[src/rtl/alu_share_pkg.sv]
// alu_share_pkg: opcode encoding, controller states and latency-counter width
// shared by the ALU-sharing controller and its bench.
package alu_share_pkg;

    localparam logic [2:0] OP_AND  = 3'd0;
    localparam logic [2:0] OP_OR   = 3'd1;
    localparam logic [2:0] OP_XOR  = 3'd2;
    localparam logic [2:0] OP_XNOR = 3'd3;
    localparam logic [2:0] OP_NAND = 3'd4;
    localparam logic [2:0] OP_NOR  = 3'd5;
    localparam logic [2:0] OP_ADD  = 3'd6;
    localparam logic [2:0] OP_SUB  = 3'd7;

    localparam int CNT_W = 4;

    typedef enum logic [1:0] {IDLE, EXEC, RESP} state_t;

endpackage

[src/rtl/rr_arb2.sv]
// rr_arb2: two-way round-robin arbiter; last_grant starts at 1 so requester 0
// wins the first tie, and only moves when the winner is actually accepted.
module rr_arb2 (
    input  logic clk,
    input  logic rst_n,
    input  logic req0,
    input  logic req1,
    input  logic update,
    output logic gnt0,
    output logic gnt1
);
    logic last_grant;

    always_comb begin
        gnt0 = req0 && (!req1 || last_grant);
        gnt1 = req1 && (!req0 || !last_grant);
    end

    always_ff @(posedge clk or negedge rst_n) begin
        if (!rst_n)
            last_grant <= 1'b1;
        else if (update)
            last_grant <= gnt1;
    end

endmodule

[src/rtl/alu_share_ctrl.sv]
// alu_share_ctrl: shares one external ALU between two requesters (accept, wait ALU_LAT, respond).
// Per-requester grant counters are built only when ALU_SHARE_PERF_CNT_EN is defined.
module alu_share_ctrl
    import alu_share_pkg::*;
#(
    parameter int WIDTH   = 8,
    parameter int ALU_LAT = 1
) (
    input  logic             clk,
    input  logic             rst_n,
    input  logic             req0_valid,
    output logic             req0_ready,
    input  logic [2:0]       req0_op,
    input  logic [WIDTH-1:0] req0_a,
    input  logic [WIDTH-1:0] req0_b,
    input  logic             req1_valid,
    output logic             req1_ready,
    input  logic [2:0]       req1_op,
    input  logic [WIDTH-1:0] req1_a,
    input  logic [WIDTH-1:0] req1_b,
    output logic             rsp0_valid,
    input  logic             rsp0_ready,
    output logic [WIDTH-1:0] rsp0_y,
    output logic             rsp1_valid,
    input  logic             rsp1_ready,
    output logic [WIDTH-1:0] rsp1_y,
    output logic [2:0]       alu_op,
    output logic [WIDTH-1:0] alu_a,
    output logic [WIDTH-1:0] alu_b,
    input  logic [WIDTH-1:0] alu_y,
    output logic             busy,
    output logic [15:0]      grant_cnt0,
    output logic [15:0]      grant_cnt1
);
    state_t           state;
    logic             owner;
    logic             gnt0;
    logic             gnt1;
    logic             accept;
    logic             done;
    logic [CNT_W-1:0] cnt;
    logic [WIDTH-1:0] result;

    rr_arb2 u_arb (
        .clk    (clk),
        .rst_n  (rst_n),
        .req0   (req0_valid),
        .req1   (req1_valid),
        .update (accept),
        .gnt0   (gnt0),
        .gnt1   (gnt1)
    );

    // ready is gated by rst_n so every output reads 0 while reset is held
    always_comb begin
        req0_ready = rst_n && state == IDLE && gnt0;
        req1_ready = rst_n && state == IDLE && gnt1;
        accept     = req0_ready || req1_ready;
        done       = (rsp0_valid && rsp0_ready) || (rsp1_valid && rsp1_ready);
    end

    assign rsp0_y = result;
    assign rsp1_y = result;

    always_ff @(posedge clk or negedge rst_n) begin
        if (!rst_n) begin
            state      <= IDLE;
            owner      <= 1'b0;
            cnt        <= '0;
            result     <= '0;
            rsp0_valid <= 1'b0;
            rsp1_valid <= 1'b0;
            busy       <= 1'b0;
            alu_op     <= '0;
            alu_a      <= '0;
            alu_b      <= '0;
        end else begin
            case (state)
                IDLE: if (accept) begin
                    state  <= EXEC;
                    busy   <= 1'b1;
                    owner  <= req1_ready;
                    cnt    <= CNT_W'(ALU_LAT);
                    alu_op <= req1_ready ? req1_op : req0_op;
                    alu_a  <= req1_ready ? req1_a : req0_a;
                    alu_b  <= req1_ready ? req1_b : req0_b;
                end
                EXEC: begin
                    cnt <= cnt - 1'b1;
                    if (cnt == CNT_W'(1)) begin
                        result     <= alu_y;
                        state      <= RESP;
                        rsp0_valid <= !owner;
                        rsp1_valid <= owner;
                    end
                end
                RESP: if (done) begin
                    state      <= IDLE;
                    busy       <= 1'b0;
                    rsp0_valid <= 1'b0;
                    rsp1_valid <= 1'b0;
                end
                default: state <= IDLE;
            endcase
        end
    end

`ifdef ALU_SHARE_PERF_CNT_EN
    always_ff @(posedge clk or negedge rst_n) begin
        if (!rst_n) begin
            grant_cnt0 <= '0;
            grant_cnt1 <= '0;
        end else begin
            if (req0_ready && grant_cnt0 != 16'hFFFF)
                grant_cnt0 <= grant_cnt0 + 16'd1;
            if (req1_ready && grant_cnt1 != 16'hFFFF)
                grant_cnt1 <= grant_cnt1 + 16'd1;
        end
    end
`else
    assign grant_cnt0 = '0;
    assign grant_cnt1 = '0;
`endif

endmodule
[config.mk]
export PLATFORM = sky130hd
export DESIGN_NAME = alu_share_ctrl
export DESIGN_NICKNAME = d
export VERILOG_FILES = /design/src/rtl/alu_share_pkg.sv /design/src/rtl/rr_arb2.sv /design/src/rtl/alu_share_ctrl.sv
export SDC_FILE = /design/constraint.sdc
export NUM_CORES = 1
export LEC_CHECK = 0
export ABC_AREA = 1
export CAP_MARGIN = 25
export CORE_ASPECT_RATIO = 0.6
export CORE_MARGIN = 4
export CORE_UTILIZATION = 35
export DETAILED_ROUTE_END_ITERATION = 6
export PLACE_DENSITY = 0.76
export RECOVER_POWER = 25
export SYNTH_ARGS = -nofsm -noshare
export SYNTH_HDL_FRONTEND = slang
export SYNTH_SLANG_ARGS = --single-unit
[constraint.sdc]
create_clock -name clk -period 1.3 [get_ports clk]
set_input_delay 0.13 -clock clk [delete_from_list [all_inputs] [get_ports clk]]
set_output_delay 0.13 -clock clk [all_outputs]
set_load 0.01 [all_outputs]
==> run summary, run 1 <==
Route
* 0 — number of remaining DRC errors
* 459 um — met3 WL post-DR
* 2850 um — met2 wire len
* 4.08 — routed via count divided by cell count
* 2038 — vias after detailed routing
* 5910 um — total routed wirelength
* 2580 um — Metal-1 WL
* 0 — antenna violation net count after detailed routing
* 11.8 um — routed length per placed instance
* 4 — detailed-routing iteration count for the pre-antenna-repair pass
* met4 — highest routed metal layer
* 66 — drt initial violations

Synthesis
* 0 — number of flops mapped to enable cells by yosys
* 19 — number of distinct library cell variants in the gate-level netlist after synthesis
* sky130_fd_sc_hd__dfrtp_1 — cell type with the highest aggregate area in the netlist
* 0.407 — fraction of post-synthesis cell area in the top cell type by area
* 0.00227 mm2 — post-synth design cell area
* 0 — Yosys warnings
* 7.31 um2 — syn_area_per_cell
* sky130_fd_sc_hd__dfrtp_1 (41%), sky130_fd_sc_hd__nand2_1 (18%), sky130_fd_sc_hd__buf_4 (15%), sky130_fd_sc_hd__inv_1 (9.4%), sky130_fd_sc_hd__nand3_1 (6.2%) — biggest area contributors in the synthesized netlist
* 311 — synthesized instance count
* 0.419 — sequential area share after synthesis
* sky130_fd_sc_hd__nand2_1 (107), sky130_fd_sc_hd__inv_1 (57), sky130_fd_sc_hd__buf_4 (46), sky130_fd_sc_hd__dfrtp_1 (37), sky130_fd_sc_hd__nand3_1 (28) — Post-synth top cells
* 38 — post-synthesis sequential element count
* 1.00 — Post-synth ARST share
* sky130_fd_sc_hd__dfrtp_1 — Synth Flop Type
* sky130_fd_sc_hd__nand2_1 — most common cell in the netlist

STA
* -181 ps — smallest setup slack after layout
* 0 — final count of hold timing violations
* 2.11 ps — Fin Clk Skew
* 675 MHz — maximum clock rate
* 377 ps — worst hold slack
* 0 — Final Slew Violations
* 1480 ps — minimum clock period after layout
* 1.14 — period utilization
* 605 ps — Tightest Pin Transition
* 26 — Finish-stage setup viols
* yes — setup repair after global routing missed its margin
* 0.597 — tightest slew margin relative to the limit

Worst hold path
* rst_n — hold_sp
* input pin to flop — type of the worst min-delay path
* 5 — cell depth of the worst hold path
* u_arb.last_grant — Worst Hold Path EP

Global routing
* 0 — global route total overflow
* 25 — maximum number of pins on one net before global-route repair
* 0.140 — overall global routing resource usage
* 0 — antenna violations before repair
* 9070 um — global-route wire length before repair
* 1891 — via count of the first global-routing pass

Setup path
* flop — crit path capture type
* 1670 ps — crit path DAT
* state[0] — origin of the critical flop-to-flop path
* state[0] — beginning of the critical path
* flop — startpoint type of the worst setup path
* -180 ps — FF-to-FF setup slack
* 9 — number of cells on the worst reg-to-reg path
* 1490 ps — data required time at the worst endpoint
* alu_a[5] — capturing point of the worst reg2reg path
* 4 — critical-path maximum fanout
* flop to flop — start-to-end type of the worst setup path

CTS
* 80 ps — clock slew at reported path FFs
* done — TritonCTS clock tree
* sky130_fd_sc_hd__clkbuf_8 — Clock Root Buffer
* 2 — buffers from clock root to sink, at most
* 5 — Inserted Clock Buffers
* 2 — maximum level of the CTS H-tree
* 290 ps — clock latency on the worst-skew pair
* 38 — number of sinks handled by clock tree synthesis

Power and ir drop
* 0.000693 V — maximum ir drop on the vdd rail
* 1.95 nW — total leakage power
* 1930 mW/mm2 — power per standard cell area

Cells and area
* 0 — number of diodes
* 0.195 — layout cells sized above 1
* 54.6% — area added between synthesis and finish
* 468 — final net count
* 499 — final standard cell count with taps included and fillers excluded
* 614 — # fillers

Placement
* 0.785 — Placer Congestion
* 4440 um — hpwl dp
* 91 — buffers added on ports
* 484 — number of instances in the placed design

Floorplanning
* 70.4 um — Vert. Die Dim
* 22 — Core Rows
* 112 um — DIE WIDTH
* 124 — count of boundary I/O pins
* 0.00789 mm2 — die area
* 0.00619 mm2 — Core Footprint
* 0.367 — effective utilization at floorplan

Run status
* negative setup slack — failing checks
* finished, violations left — outcome

Flow run
* 0 — max-capacitance violation count

kinds of logic (layout without fill, tap and decap cells):
group,Yosys count,count (layout),synth area share
AND/OR/NAND/NOR,146,146,0.274
other,1,32,0.00165
buffers and inverters,108,181,0.259
flip-flops,38,38,0.419
AO/OA/AOI/OAI,16,16,0.0352
adder cells (fa/ha/maj),2,2,0.0110
cells in the final DEF (no fill, tap or decap), drive strengths merged:
master,Yosys,final
nand2,109,109
inv,58,58
clkdlybuf4s50,0,50
dlygate4sd2,0,38
dfrtp,37,37
conb,1,32
nand3,28,28
buf,49,23
o21ai,14,14
clkbuf,1,11
nor2,8,8
a21oi,2,2
ha,2,2
or2,1,1
dlygate4sd3,0,1
dfstp,1,1
worst max-delay path, stage by stage, from the launching register on:
cell                        delay [ps]
sky130_fd_sc_hd__dfrtp_1           400
sky130_fd_sc_hd__nor2_2            140
sky130_fd_sc_hd__nand2_2           120
sky130_fd_sc_hd__nor2_4            180
sky130_fd_sc_hd__buf_6             130
sky130_fd_sc_hd__nor2_4             40
sky130_fd_sc_hd__buf_12            130
sky130_fd_sc_hd__clkbuf_16         150
sky130_fd_sc_hd__nand2_2            50
sky130_fd_sc_hd__nand2_1            50
flip-flops by register name, indices dropped and copies added (netlist names), 2 cells and up:
name	cells
rsp0_y	8
alu_b	8
alu_op	3
state	2
cnt	4
alu_a	8
layout make-up:
type	count	area [um2]	share of cell area
clock buffers	8	110	0.0314
inverters	58	218	0.0620
multi-input cells	196	983	0.280
flip-flops and latches	38	952	0.271
well taps	84	105	0.0299
repair buffers	115	1140	0.326
worst max-delay path by stage:
stage	endpoint	cells past startpoint
floorplan	alu_a[4]	8
global placement	req1_ready	4
detailed placement	req1_ready	5
CTS	alu_op[0]	9
global route	alu_b[7]	9
finish	alu_a[5]	9
per-stage QoR:
stage	setup TNS [ps]	setup WS (ps)	total power [mW]	util	instance area, um2
2_1_floorplan	0	39.3	3.98	-	2390
3_3_place_gp	-5280	-274	5.52	0.514	3180
3_5_place_dp	-6490	-304	5.61	0.514	3180
4_1_cts	-2750	-137	6.44	0.544	3370
5_1_grt	-5970	-264	7.30	0.567	3510
6_report	-3690	-181	6.77	0.567	3510
repair_timing:
| action | in CTS | in global routing |
|---|---|---|
| buffers inserted | 3 | 2 |
| cloned | 1 | 1 |
| hold buffers | 1 | 0 |
| gates resized for setup | 72 | 31 |
| endpoints found under the hold margin | 37 | 0 |
| pin swaps | 2 | 21 |
| setup endpoints to repair | 65 | 38 |
where the power goes:
group / switching (mW) / total [mW] / internal (mW)
Clock: 0.422 / 0.958 / 0.536
Sequential: 0.425 / 2.20 / 1.78
Combinational: 1.86 / 3.61 / 1.75
per-layer routing:
| metal | track usage | vias up |
|---|---|---|
| met5 | 0 | - |
| met4 | 0.0267 | 0 |
| met3 | 0.0545 | 3 |
| met2 | 0.222 | 56 |
| met1 | 0.183 | 929 |
| li1 | - | 1050 |
Power figures use the tool's default switching activity.
==> run 2: changes to the inputs <==
- CORE_MARGIN: 4 -> unset
==> run 2 against run 1 <==
  * The run still ends with negative setup slack left
  * Highest routed layer unchanged
  * Non-clock buffer count down 2
  * Global-route usage up 2.2 points
  * Critical path depth down 4
  * Largest cell class unchanged
  * Routed wire length down 12%
  * Sequential cell count unchanged
  * Cell area down 3.9%
  * Clock skew up 6.0 ps
  * Worst hold slack better by 6.0 ps
  * Core utilization down 2.2 points
  * First-iteration DRC count up 23%
  * Via count down 2.7%
  * Sequential share of layout area up 1.1 points
==> run summary, run 2 (same netlist as run 1, synthesis figures left out) <==
Global routing
* 0.162 — overall global routing resource usage, +0.0224
* 1900 — via count of the first global-routing pass, +0.48%
* 0 — antenna violations before repair, unchanged
* 0 — global route total overflow, unchanged
* 22 — maximum number of pins on one net before global-route repair, -12%
* 8760 um — global-route wire length before repair, -3.4%

Setup path
* flop to primary output — start-to-end type of the worst setup path
* 1230 ps — crit path DAT, -440 ps
* primary output — crit path capture type
* 2 — critical-path maximum fanout, -2
* 8 — number of cells on the worst reg-to-reg path, -1
* -50 ps — FF-to-FF setup slack, +130 ps
* u_arb.last_grant — origin of the critical flop-to-flop path
* 1170 ps — data required time at the worst endpoint, -320 ps
* flop — startpoint type of the worst setup path
* cnt[3] — capturing point of the worst reg2reg path
* u_arb.last_grant — beginning of the critical path

CTS
* 2 — maximum level of the CTS H-tree, unchanged
* 5 — Inserted Clock Buffers, unchanged
* 38 — number of sinks handled by clock tree synthesis, unchanged
* done — TritonCTS clock tree
* 2 — buffers from clock root to sink, at most, unchanged
* 70 ps — clock slew at reported path FFs, about the same
* sky130_fd_sc_hd__clkbuf_8 — Clock Root Buffer
* 280 ps — clock latency on the worst-skew pair, about the same

Route
* 81 — drt initial violations, +23%
* 5190 um — total routed wirelength, -12%
* 1983 — vias after detailed routing, -2.7%
* 2460 um — Metal-1 WL, -4.3%
* met4 — highest routed metal layer
* 10.4 um — routed length per placed instance, -12%
* 4 — detailed-routing iteration count for the pre-antenna-repair pass, unchanged
* 337 um — met3 WL post-DR, -27%
* 0 — number of remaining DRC errors, unchanged
* 2370 um — met2 wire len, -17%
* 3.99 — routed via count divided by cell count, -2.3%
* 0 — antenna violation net count after detailed routing, unchanged

Floorplanning
* 0.00683 mm2 — die area, -13%
* 22 — Core Rows, unchanged
* 64.4 um — Vert. Die Dim, -8.5%
* 0.367 — effective utilization at floorplan, unchanged
* 124 — count of boundary I/O pins, unchanged
* 106 um — DIE WIDTH, -5.4%
* 0.00619 mm2 — Core Footprint, unchanged

Cells and area
* sky130_fd_sc_hd__nand2_1 (101), sky130_fd_sc_hd__inv_1 (56), sky130_fd_sc_hd__clkdlybuf4s50_1 (50), sky130_fd_sc_hd__dfrtp_1 (37), sky130_fd_sc_hd__dlygate4sd2_1 (37) — most frequent cells in the layout
* 466 — final net count, -0.43%
* sky130_fd_sc_hd__nand2_1 — leading cell type in the layout, fill and taps excluded
* 0.545 — final core utilization, -0.0222
* 594 — # fillers, -3.3%
* 48.5% — area added between synthesis and finish
* 0 — number of diodes, unchanged
* 0.128 — layout cells sized above 1, -0.0669

Power and ir drop
* 1920 mW/mm2 — power per standard cell area, -0.29%
* 1.93 nW — total leakage power, -1.1%
* 0.000622 V — maximum ir drop on the vdd rail, -10%

Worst hold path
* alu_y[0] — hold_sp
* 3 — cell depth of the worst hold path, -2
* rsp0_y[0] — Worst Hold Path EP
* input pin to flop — type of the worst min-delay path

STA
* 0 — final count of hold timing violations, unchanged
* 0 — Final Slew Violations, unchanged
* 25 — Finish-stage setup viols, -3.8%
* 1.05 — period utilization, -0.0945
* -58.7 ps — smallest setup slack after layout, +123 ps
* 8.12 ps — Fin Clk Skew, +6.01 ps
* -837 ps — setup TNS after final layout, +2850 ps
* 1360 ps — minimum clock period after layout, -123 ps
* yes — setup repair after global routing missed its margin
* 736 MHz — maximum clock rate, +9.0%

Placement
* 91 — buffers added on ports, unchanged
* 0.792 — Placer Congestion, +0.94%
* 3990 um — hpwl dp, -10%

Run status
* negative setup slack — failing checks
* finished, violations left — outcome

Flow run
* 0 — max-capacitance violation count, unchanged

[run 2: changes by cell type in the layout (fill, tap and decap cells not counted), sizes merged]
cell / before / now
dlymetal6s2s: 0 / 1
clkbuf: 11 / 9
buf: 23 / 22
dlygate4sd2: 38 / 37
bufinv: 0 / 1
[run 2: per-layer routing]
metal,global-route usage,vias up
li1,-,1047
met1,0.219,880
met4,0.0313,0
met5,0,-
met3,0.0533,2
met2,0.257,54
[run 2: through the flow]
stage | hold WS, ps | setup slack, ps | instance area [um2] | power, mW | std cells
floorplan | -166 | 39.3 | 2390 | 3.98 | 342
global placement | 176 | -283 | 3190 | 5.51 | 485
detailed placement | 184 | -291 | 3190 | 5.59 | 485
CTS | 392 | -75.6 | 3300 | 6.33 | 495
global route | 400 | -143 | 3370 | 7.04 | 497
finish | 383 | -58.7 | 3370 | 6.49 | 497
[run 2: layout make-up]
type	instances	area [um2]	area share
Clock buffer	7	86.3	0.0256
Clock inverter	1	30.0	0.00890
Multi-Input combinational cell	196	901	0.267
Inverter	58	223	0.0660
Sequential cell	38	952	0.282
Tap cell	84	105	0.0311
Timing Repair Buffer	113	1080	0.319
[run 2: worst max path at each step]
stage,slack [ps],end,cells after the start
3_5_place_dp,-290,req1_ready,4
5_1_grt,-140,req1_ready,4
6_report,-60,req0_ready,5
4_1_cts,-80,cnt[3],8
3_3_place_gp,-280,req1_ready,4
2_1_floorplan,40,alu_a[4],8
[run 2: report_power, final]
part	total (mW)	switching, mW	internal, mW
Sequential	2.11	0.341	1.77
Clock	1.03	0.401	0.626
Combinational	3.34	1.76	1.59
[run 2: critical path, cell delays in order, from the launching register on]
cell                      delay, ps
sky130_fd_sc_hd__dfstp_2        530
sky130_fd_sc_hd__inv_1           50
sky130_fd_sc_hd__nand2_1         60
sky130_fd_sc_hd__nand2_2         70
sky130_fd_sc_hd__nor2_4          90
sky130_fd_sc_hd__buf_2          140
[run 2: timing repair]
item	4_1_cts	5_1_grt
hold endpoints to repair	37	0
endpoints found under the setup margin	62	38
resized for setup	58	26
buffers inserted	0	2
gates cloned	1	0
hold buffers	1	0
pin swaps	2	1
